<file path="src/rtl/graph_mem_arbiter_pkg.sv">
// Shared types and defaults for the graph memory read-port arbiter.
// rr_pick is the reference rotate-and-pick used when sizes match the defaults.
package graph_arb_pkg;

  localparam int ARB_NUM_REQ     = 4;
  localparam int ARB_ADDR_W      = 32;
  localparam int ARB_DATA_W      = 32;
  localparam int ARB_MEM_LATENCY = 2;
  localparam int ARB_MAX_LOCK    = 4;
  localparam int ARB_ID_W        = $clog2(ARB_NUM_REQ);

  typedef enum logic {
    ARB_UNLOCKED = 1'b0,
    ARB_LOCKED   = 1'b1
  } arb_state_t;

  typedef struct packed {
    logic                valid;
    logic [ARB_ID_W-1:0] id;
  } tag_t;

  // First valid requester at or after ptr, wrapping; returns a one-hot grant.
  function automatic logic [ARB_NUM_REQ-1:0] rr_pick(
    input logic [ARB_NUM_REQ-1:0] valid,
    input logic [ARB_ID_W-1:0]    ptr
  );
    logic [ARB_NUM_REQ-1:0] grant;
    logic                   found;
    int                     idx;
    grant = '0;
    found = 1'b0;
    for (int k = 0; k < ARB_NUM_REQ; k++) begin
      idx = (int'(ptr) + k) % ARB_NUM_REQ;
      if (!found && valid[idx]) begin
        grant[idx] = 1'b1;
        found      = 1'b1;
      end
    end
    return grant;
  endfunction

endpackage

</file>
<file path="src/rtl/graph_mem_arbiter_if.sv">
// Requester, response and memory-port bundle of graph_mem_arbiter.
// Handshake: a request transfers in a cycle where req_valid_in[i] & req_ready_out[i]; the
// requester keeps valid/addr stable until then; responses are one-shot pulses with no back-pressure.
interface graph_mem_arbiter_if
  import graph_arb_pkg::*;
#(
  parameter int NUM_REQ = ARB_NUM_REQ,
  parameter int ADDR_W  = ARB_ADDR_W,
  parameter int DATA_W  = ARB_DATA_W
);

  logic [NUM_REQ-1:0]             req_valid_in;
  logic [NUM_REQ-1:0]             req_lock_in;
  logic [NUM_REQ-1:0][ADDR_W-1:0] req_addr_in;
  logic [NUM_REQ-1:0]             req_ready_out;
  logic [DATA_W-1:0]              resp_data_out;
  logic [NUM_REQ-1:0]             resp_valid_out;
  logic [ADDR_W-1:0]              mem_addr_out;
  logic                           mem_valid_out;
  logic [DATA_W-1:0]              mem_data_in;
  logic                           mem_valid_in;
  logic                           err_out;
  arb_state_t                     dbg_state;
  logic [$clog2(NUM_REQ)-1:0]     dbg_owner;

  modport slave (
    input  req_valid_in, req_lock_in, req_addr_in, mem_data_in, mem_valid_in,
    output req_ready_out, resp_data_out, resp_valid_out, mem_addr_out, mem_valid_out,
    output err_out, dbg_state, dbg_owner
  );

  modport master (
    output req_valid_in, req_lock_in, req_addr_in, mem_data_in, mem_valid_in,
    input  req_ready_out, resp_data_out, resp_valid_out, mem_addr_out, mem_valid_out,
    input  err_out, dbg_state, dbg_owner
  );

endinterface

</file>
<file path="src/rtl/graph_mem_arbiter_pick.sv">
// Combinational rotate-and-pick: one-hot grant to the first valid requester from i_ptr upward.
module rr_priority_pick
  import graph_arb_pkg::*;
#(
  parameter int N  = ARB_NUM_REQ,
  parameter int PW = $clog2(N)
) (
  input  logic [N-1:0]  i_valid,
  input  logic [PW-1:0] i_ptr,
  output logic [N-1:0]  o_grant
);

  generate
    if (N == ARB_NUM_REQ && PW == ARB_ID_W) begin : g_pkg
      assign o_grant = rr_pick(i_valid, i_ptr);
    end else begin : g_generic
      logic w_found;
      int   w_idx;
      always_comb begin
        o_grant = '0;
        w_found = 1'b0;
        w_idx   = 0;
        for (int k = 0; k < N; k++) begin
          w_idx = (int'(i_ptr) + k) % N;
          if (!w_found && i_valid[w_idx]) begin
            o_grant[w_idx] = 1'b1;
            w_found        = 1'b1;
          end
        end
      end
    end
  endgenerate

endmodule

</file>
<file path="src/rtl/graph_mem_arbiter.sv">
// Round-robin arbiter sharing one graph_memory read port, with optional grant lock and tag-routed
// responses. Define ARB_STATS_EN to add per-requester grant and stall counters.
module graph_mem_arbiter
  import graph_arb_pkg::*;
#(
  parameter int NUM_REQ     = ARB_NUM_REQ,
  parameter int ADDR_W      = ARB_ADDR_W,
  parameter int DATA_W      = ARB_DATA_W,
  parameter int MEM_LATENCY = ARB_MEM_LATENCY,
  parameter int MAX_LOCK    = ARB_MAX_LOCK
) (
  input  logic                      clk_in,
  input  logic                      rst_in,
`ifdef ARB_STATS_EN
  output logic [NUM_REQ-1:0][31:0]  grant_cnt_out,
  output logic [NUM_REQ-1:0][31:0]  stall_cnt_out,
`endif
  graph_mem_arbiter_if.slave        bus
);

  localparam int ID_W = $clog2(NUM_REQ);
  localparam int LCW  = $clog2(MAX_LOCK + 1);
  localparam int TAIL = MEM_LATENCY;

  arb_state_t         r_state;
  logic [ID_W-1:0]    r_owner;
  logic [ID_W-1:0]    r_rr_ptr;
  logic [LCW-1:0]     r_lock_cnt;

  logic [NUM_REQ-1:0] w_pick;
  logic [NUM_REQ-1:0] w_grant;
  logic [ID_W-1:0]    w_gnt_id;
  logic               w_accept;
  logic               w_lock_hold;

  logic               r_mem_valid;
  logic [ADDR_W-1:0]  r_mem_addr;
  tag_t               r_tag [TAIL+1];
  logic               w_tail_hit;
  logic [NUM_REQ-1:0] w_resp_oh;
  logic [NUM_REQ-1:0] r_resp_valid;
  logic [DATA_W-1:0]  r_resp_data;
  logic               r_err;

  rr_priority_pick #(.N(NUM_REQ), .PW(ID_W)) u_pick (
    .i_valid (bus.req_valid_in),
    .i_ptr   (r_rr_ptr),
    .o_grant (w_pick)
  );

  // While locked, only the owner may win, even in cycles where it is not requesting.
  always_comb begin
    w_grant = '0;
    if (r_state == ARB_LOCKED) begin
      w_grant[r_owner] = bus.req_valid_in[r_owner];
    end else begin
      w_grant = w_pick;
    end
  end

  always_comb begin
    w_gnt_id = '0;
    for (int i = 0; i < NUM_REQ; i++) begin
      if (w_grant[i]) w_gnt_id = ID_W'(i);
    end
  end

  assign w_accept    = |w_grant;
  assign w_lock_hold = bus.req_lock_in[w_gnt_id] && ((int'(r_lock_cnt) + 1) < MAX_LOCK);

  always_ff @(posedge clk_in) begin
    if (rst_in) begin
      r_state    <= ARB_UNLOCKED;
      r_owner    <= '0;
      r_rr_ptr   <= '0;
      r_lock_cnt <= '0;
    end else if (w_accept) begin
      if (w_lock_hold) begin
        r_state    <= ARB_LOCKED;
        r_owner    <= w_gnt_id;
        r_lock_cnt <= r_lock_cnt + 1'b1;
      end else begin
        // Plain release and the forced release at MAX_LOCK both land here.
        r_state    <= ARB_UNLOCKED;
        r_lock_cnt <= '0;
        r_rr_ptr   <= (w_gnt_id == ID_W'(NUM_REQ - 1)) ? '0 : w_gnt_id + 1'b1;
      end
    end
  end

  always_ff @(posedge clk_in) begin
    if (rst_in) begin
      r_mem_valid <= 1'b0;
      r_mem_addr  <= '0;
    end else begin
      r_mem_valid <= w_accept;
      if (w_accept) r_mem_addr <= bus.req_addr_in[w_gnt_id];
    end
  end

  // Stage 0 lines up with mem_valid_out, so the tail lines up with mem_valid_in.
  always_ff @(posedge clk_in) begin
    if (rst_in) begin
      for (int s = 0; s <= TAIL; s++) r_tag[s] <= '0;
    end else begin
      r_tag[0] <= tag_t'{valid: w_accept, id: ARB_ID_W'(w_gnt_id)};
      for (int s = 1; s <= TAIL; s++) r_tag[s] <= r_tag[s-1];
    end
  end

  assign w_tail_hit = bus.mem_valid_in & r_tag[TAIL].valid;

  always_comb begin
    w_resp_oh = '0;
    w_resp_oh[r_tag[TAIL].id] = 1'b1;
  end

  always_ff @(posedge clk_in) begin
    if (rst_in) begin
      r_resp_valid <= '0;
      r_resp_data  <= '0;
      r_err        <= 1'b0;
    end else begin
      r_resp_valid <= w_tail_hit ? w_resp_oh : '0;
      if (w_tail_hit) r_resp_data <= bus.mem_data_in;
      if (bus.mem_valid_in && !r_tag[TAIL].valid) r_err <= 1'b1;
    end
  end

  assign bus.req_ready_out  = w_grant;
  assign bus.mem_valid_out  = r_mem_valid;
  assign bus.mem_addr_out   = r_mem_addr;
  assign bus.resp_valid_out = r_resp_valid;
  assign bus.resp_data_out  = r_resp_data;
  assign bus.err_out        = r_err;
  assign bus.dbg_state      = r_state;
  assign bus.dbg_owner      = r_owner;

`ifdef ARB_STATS_EN
  logic [NUM_REQ-1:0][31:0] r_grant_cnt;
  logic [NUM_REQ-1:0][31:0] r_stall_cnt;

  always_ff @(posedge clk_in) begin
    if (rst_in) begin
      r_grant_cnt <= '0;
      r_stall_cnt <= '0;
    end else begin
      for (int i = 0; i < NUM_REQ; i++) begin
        if (w_grant[i] && (r_grant_cnt[i] != 32'hFFFF_FFFF))
          r_grant_cnt[i] <= r_grant_cnt[i] + 32'd1;
        if (bus.req_valid_in[i] && !w_grant[i] && (r_stall_cnt[i] != 32'hFFFF_FFFF))
          r_stall_cnt[i] <= r_stall_cnt[i] + 32'd1;
      end
    end
  end

  assign grant_cnt_out = r_grant_cnt;
  assign stall_cnt_out = r_stall_cnt;
`endif

endmodule

</file>
<file path="src/flat_wrapper.sv">
// flat-port wrapper written by rule: the top's interface ports become plain ports
module graph_mem_arbiter_flat import graph_arb_pkg::*;
#(
  parameter int NUM_REQ     = ARB_NUM_REQ,
  parameter int ADDR_W      = ARB_ADDR_W,
  parameter int DATA_W      = ARB_DATA_W,
  parameter int MEM_LATENCY = ARB_MEM_LATENCY,
  parameter int MAX_LOCK    = ARB_MAX_LOCK
)
  (clk_in, rst_in, bus_req_valid_in, bus_req_lock_in, bus_req_addr_in, bus_mem_data_in, bus_mem_valid_in, bus_req_ready_out, bus_resp_data_out, bus_resp_valid_out, bus_mem_addr_out, bus_mem_valid_out, bus_err_out, bus_dbg_state, bus_dbg_owner);
  graph_mem_arbiter_if #(.NUM_REQ(NUM_REQ), .ADDR_W(ADDR_W), .DATA_W(DATA_W)) bus_i ();
  input  logic clk_in;
  input  logic rst_in;
  input wire logic [$bits(bus_i.req_valid_in)-1:0] bus_req_valid_in;
  input wire logic [$bits(bus_i.req_lock_in)-1:0] bus_req_lock_in;
  input wire logic [$bits(bus_i.req_addr_in)-1:0] bus_req_addr_in;
  input wire logic [$bits(bus_i.mem_data_in)-1:0] bus_mem_data_in;
  input wire logic [$bits(bus_i.mem_valid_in)-1:0] bus_mem_valid_in;
  output wire logic [$bits(bus_i.req_ready_out)-1:0] bus_req_ready_out;
  output wire logic [$bits(bus_i.resp_data_out)-1:0] bus_resp_data_out;
  output wire logic [$bits(bus_i.resp_valid_out)-1:0] bus_resp_valid_out;
  output wire logic [$bits(bus_i.mem_addr_out)-1:0] bus_mem_addr_out;
  output wire logic [$bits(bus_i.mem_valid_out)-1:0] bus_mem_valid_out;
  output wire logic [$bits(bus_i.err_out)-1:0] bus_err_out;
  output wire logic [$bits(bus_i.dbg_state)-1:0] bus_dbg_state;
  output wire logic [$bits(bus_i.dbg_owner)-1:0] bus_dbg_owner;
  assign bus_i.req_valid_in = bus_req_valid_in;
  assign bus_i.req_lock_in = bus_req_lock_in;
  assign bus_i.req_addr_in = bus_req_addr_in;
  assign bus_i.mem_data_in = bus_mem_data_in;
  assign bus_i.mem_valid_in = bus_mem_valid_in;
  assign bus_req_ready_out = bus_i.req_ready_out;
  assign bus_resp_data_out = bus_i.resp_data_out;
  assign bus_resp_valid_out = bus_i.resp_valid_out;
  assign bus_mem_addr_out = bus_i.mem_addr_out;
  assign bus_mem_valid_out = bus_i.mem_valid_out;
  assign bus_err_out = bus_i.err_out;
  assign bus_dbg_state = bus_i.dbg_state;
  assign bus_dbg_owner = bus_i.dbg_owner;
  graph_mem_arbiter #(.NUM_REQ(NUM_REQ), .ADDR_W(ADDR_W), .DATA_W(DATA_W), .MEM_LATENCY(MEM_LATENCY), .MAX_LOCK(MAX_LOCK)) u_core (.clk_in(clk_in), .rst_in(rst_in), .bus(bus_i));
endmodule
</file>
<file path="config.mk">
export PLATFORM = sky130hd
export DESIGN_NAME = graph_mem_arbiter_flat
export DESIGN_NICKNAME = d
export VERILOG_FILES = /design/src/rtl/graph_mem_arbiter_pkg.sv /design/src/rtl/graph_mem_arbiter_if.sv /design/src/rtl/graph_mem_arbiter_pick.sv /design/src/rtl/graph_mem_arbiter.sv /design/src/flat_wrapper.sv
export SDC_FILE = /design/constraint.sdc
export NUM_CORES = 1
export LEC_CHECK = 0
export CORE_MARGIN = 4
export CORE_UTILIZATION = 39
export DETAILED_ROUTE_END_ITERATION = 8
export PLACE_DENSITY = 0.79
export SLEW_MARGIN = 0
export SYNTH_ARGS = -nofsm -noshare
export SYNTH_HDL_FRONTEND = slang
export SYNTH_SLANG_ARGS = --single-unit
</file>
<file path="constraint.sdc">
create_clock -name clk_in -period 4.6 [get_ports clk_in]
set_clock_uncertainty 0.15 [all_clocks]
set_input_delay 0.92 -clock clk_in [delete_from_list [all_inputs] [get_ports clk_in]]
set_output_delay 0.92 -clock clk_in [all_outputs]
set_load 0.05 [all_outputs]
</file>
==> impl_metrics.csv <==
group,metric,value,unit
floorplan,coreArea,11000,sq um
cts,cts_hold_buf,0,
timing,grt_setup_unrepaired,"no",
detailed_routing,antenna_left,0,
timing,worst_slew_pin_slew,1.15,ns
timing,finalSetupTns,0,ns
placement,dp_hpwl,11500,um
power_and_ir_drop,sequentialPowerShare,0.247,
detailed_routing,drt_iter0_drc,286,
detailed_routing,post_drt_via_cell_ratio,5.33,
worst_hold_path,hold_path.class,"register to register",
logic_synthesis,synth_warnings,0,
finish,area.sequential,1720,sq um
grt,met2_usage,0.402,
cts,cts_made_buffers,9,
logic_synthesis,avgSynthCellArea,9.21,sq um
cts,path_clk_slew,0.06,ns
grt,grt.busiest_layer,"met2",
cts,clock_path_buffers,2,
timing,final_max_slew_viol_count,0,
finish,diodes,0,
floorplan,io_pins,248,
worst_setup_path,cpPeakStageDelay,0.64,ns
grt,grt.met1_usage,0.238,
detailed_routing,num_vias,4556,
worst_setup_path,start_kind,"input port",
detailed_routing,totalWireLength,15100,um
finish,multi_input_area,2490,sq um
cts,root_buffer,"clkbuf_16",
flow_run,drv_cap,0,
logic_synthesis,synth_cells,481,
detailed_routing,firstDrtPassIters,4,
power_and_ir_drop,clockPowerShare,0.184,
timing,fmax,228,MHz
worst_setup_path,r2r_start,"u_core.r_rr_ptr[1]$_SDFFE_PP0P_",
timing,finalSetupViolations,0,
power_and_ir_drop,comb_power_share,0.569,
grt,grt_usage,0.220,
run_status,status,"complete, no violations",
logic_synthesis,synth_nets,660,
power_and_ir_drop,power_density,559,nW/um^2
grt,grt_pass1_wl,23200,um
power_and_ir_drop,p_leak,0.00276,uW
grt,grt_pass1_vias,4716,
worst_setup_path,path_buf_inv,3,
worst_setup_path,crit_path_start,"bus_req_valid_in[3]",
timing,timing.final.crit_share,0.953,
placement,post-place-ws,0.235,ns
worst_setup_path,path_cells,"clkdlybuf4s50_1 > mux4_2 > a2111oi_0 > o21a_2 > inv_2 > buf_12",
power_and_ir_drop,netSwitchingFraction,0.433,
cts,clk_latency,0.33,ns
detailed_routing,routedWlPerCell,17.7,um
logic_synthesis,ys_ff_latch,86,
finish,drive_gt1_frac,0.112,
worst_setup_path,required,3.53,ns
grt,gr-total-overflow,0,
floorplan,start_util,0.403,
worst_setup_path,cpLargestDelayFamily,"compound AO/OA/AOI/OAI gates",
cts,ctsHtreeMaxLevel,3,
floorplan,core.rowCount,38,
logic_synthesis,synth_edf_count,0,
timing,fin_crit,4.38,ns
floorplan,fp.dieH,115,um
worst_setup_path,endpoint_kind,"primary output",
floorplan,die-area,13100,sq um
logic_synthesis,syn_area,4430,sq um
cts,cts_tree,"built",
worst_setup_path,cp.arrival,3.31,ns
finish,syn_to_final_growth,65.2,%
power_and_ir_drop,vdd_drop_max,0.339,mV
grt,antenna_found_initial,0,
finish,fillers,905,
finish,nNetsFinal,888,
placement,io_buffers,247,
cts,cts.sinks,86,
timing,slew_headroom,0.235,
power_and_ir_drop,p_int,2320,uW
floorplan,die_x,115,um
worst_setup_path,cpMaxStageDelayCell,"mux4_2",
logic_synthesis,ys_async_sr_fraction,0,
worst_setup_path,worst-setup-path-type,"input port to primary output",
logic_synthesis,ys_seq_area_frac,0.389,
detailed_routing,drc_errors,0,
grt,grt_util_met3,0.0877,
power_and_ir_drop,switching_power,1770,uW
logic_synthesis,yosys_most_used_dff,"dfxtp_1",
cts,cts_setup_buffers,0,
grt,grt_max_degree,56,
timing,hold_viol_final,0,
worst_setup_path,critPathMaxFanout,10,
worst_hold_path,hold_start,"u_core.r_tag[0][1]$_SDFF_PP0_",
placement,place_congestion,0.825,
logic_synthesis,ys_types,56,
timing,timing.final.ws_setup,0.217,ns
==> area by class of cell <==
type | count | share of cell area
inverters | 15 | 0.00770
multi-input cells | 342 | 0.340
clock buffers | 12 | 0.0364
well taps | 140 | 0.0239
flip-flops and latches | 86 | 0.235
clock inverters | 4 | 0.00735
repair buffers | 255 | 0.349
==> repair_timing <==
action                                  in CTS  in global routing
gates resized for setup                      0                  1
endpoints found under the hold margin        0                  0
endpoints found under the setup margin       0                  1
==> cells in the mapped netlist, drive strengths merged (2+ instances only) <==
cell type	instances	area, sq um
a21o	2	15.0
a21oi	44	231
a32oi	33	289
and2	3	18.8
and3	3	18.8
and4	2	17.5
buf	20	106
clkbuf	18	67.6
dfxtp	86	1720
ha	8	100
inv	15	56.3
mux2	35	394
mux2i	37	370
mux4	5	113
nand2	70	263
nand2b	6	37.5
nand3	3	15.0
nand4	2	12.5
nand4b	2	17.5
nor2	9	36.3
nor2b	8	50.1
nor3	4	36.3
nor3b	3	22.5
nor4b	2	17.5
o21a	2	15.0
o21ai	34	170
o22ai	3	18.8
o41a	2	22.5
o41ai	2	25.0
==> cells by family after synthesis <==
logic type / share of synthesized area
simple gates: 0.134
flops: 0.389
mux: 0.198
fa+ha+maj: 0.0226
compound gates: 0.205
buf+inv: 0.0520
==> worst register-to-register path: stages (launching register included) <==
cell and delay (ns):
dfxtp_1 0.56, inv_1 0.19, ha_1 0.45, mux2_2 0.39
and3_1 0.18, a2111oi_0 0.58, o21a_2 0.32, inv_2 0.10
nor3_4 0.34, buf_4 0.39, nand3_1 0.13, a21oi_1 0.16
==> per-layer routing <==
layer,up-vias,part of all wire
li1,2229,-
met1,2112,0.37
met2,201,0.51
met3,14,0.11
met4,0,0.0090
met5,-,0
==> power by group through the flow <==
stage	Sequential [uW]	Clock (uW)	Combinational, uW
floorplan	1430	0	1180
global placement	1010	0	2280
detailed placement	1020	0	2320
CTS	1010	771	2330
global route	1030	805	2480
finish	1010	753	2330
==> cells in the final DEF (no fill, tap or decap), types with 9 or more instances in the layout <==
cell type,synthesis,final
mux2_2,35,35
clkbuf_16,0,9
dfxtp_1,86,86
nand2_1,70,70
mux2i_1,37,37
a21oi_1,43,43
a32oi_1,33,33
o21ai_1,30,30
inv_1,13,13
buf_4,4,9
clkdlybuf4s50_1,0,242
==> path summary, 6_finish.rpt <==
| kind | end | slack [ns] | depth (start not counted) |
|---|---|---|---|
| worst max-delay path | bus_req_ready_out[2] | 0.22 | 6 |
| worst max register to register | u_core.bus.dbg_state$_SDFFE_PP0N_ | 0.56 | 11 |
| worst min register to register | u_core.r_tag[0][4]$_SDFF_PP0_ | 0.28 | 1 |
| worst min-delay path | u_core.r_tag[0][4]$_SDFF_PP0_ | 0.28 | 1 |
==> stage by stage <==
stage | hold slack (ns) | instance area [sq um] | instances | util | power, uW
detailed placement | 0.270 | 6990 | 838 | 0.636 | 3340
global route | 0.309 | 7320 | 854 | 0.666 | 4320
finish | 0.283 | 7320 | 854 | 0.666 | 4090
CTS | 0.285 | 7310 | 854 | 0.666 | 4110
global placement | 0.267 | 6990 | 838 | 0.636 | 3300
floorplan | 0.264 | 4430 | 481 | - | 2600
==> flip-flops by register name, indices dropped and copies added (netlist names) <==
signal,cells
u_core.bus.err_out,1
u_core.bus.dbg_owner,2
u_core.r_lock_cnt,3
u_core.bus.resp_data_out,32
u_core.r_rr_ptr,2
u_core.r_tag,9
u_core.bus.resp_valid_out,4
u_core.bus.dbg_state,1
u_core.bus.mem_addr_out,32
(Power assumes the default switching activity.)
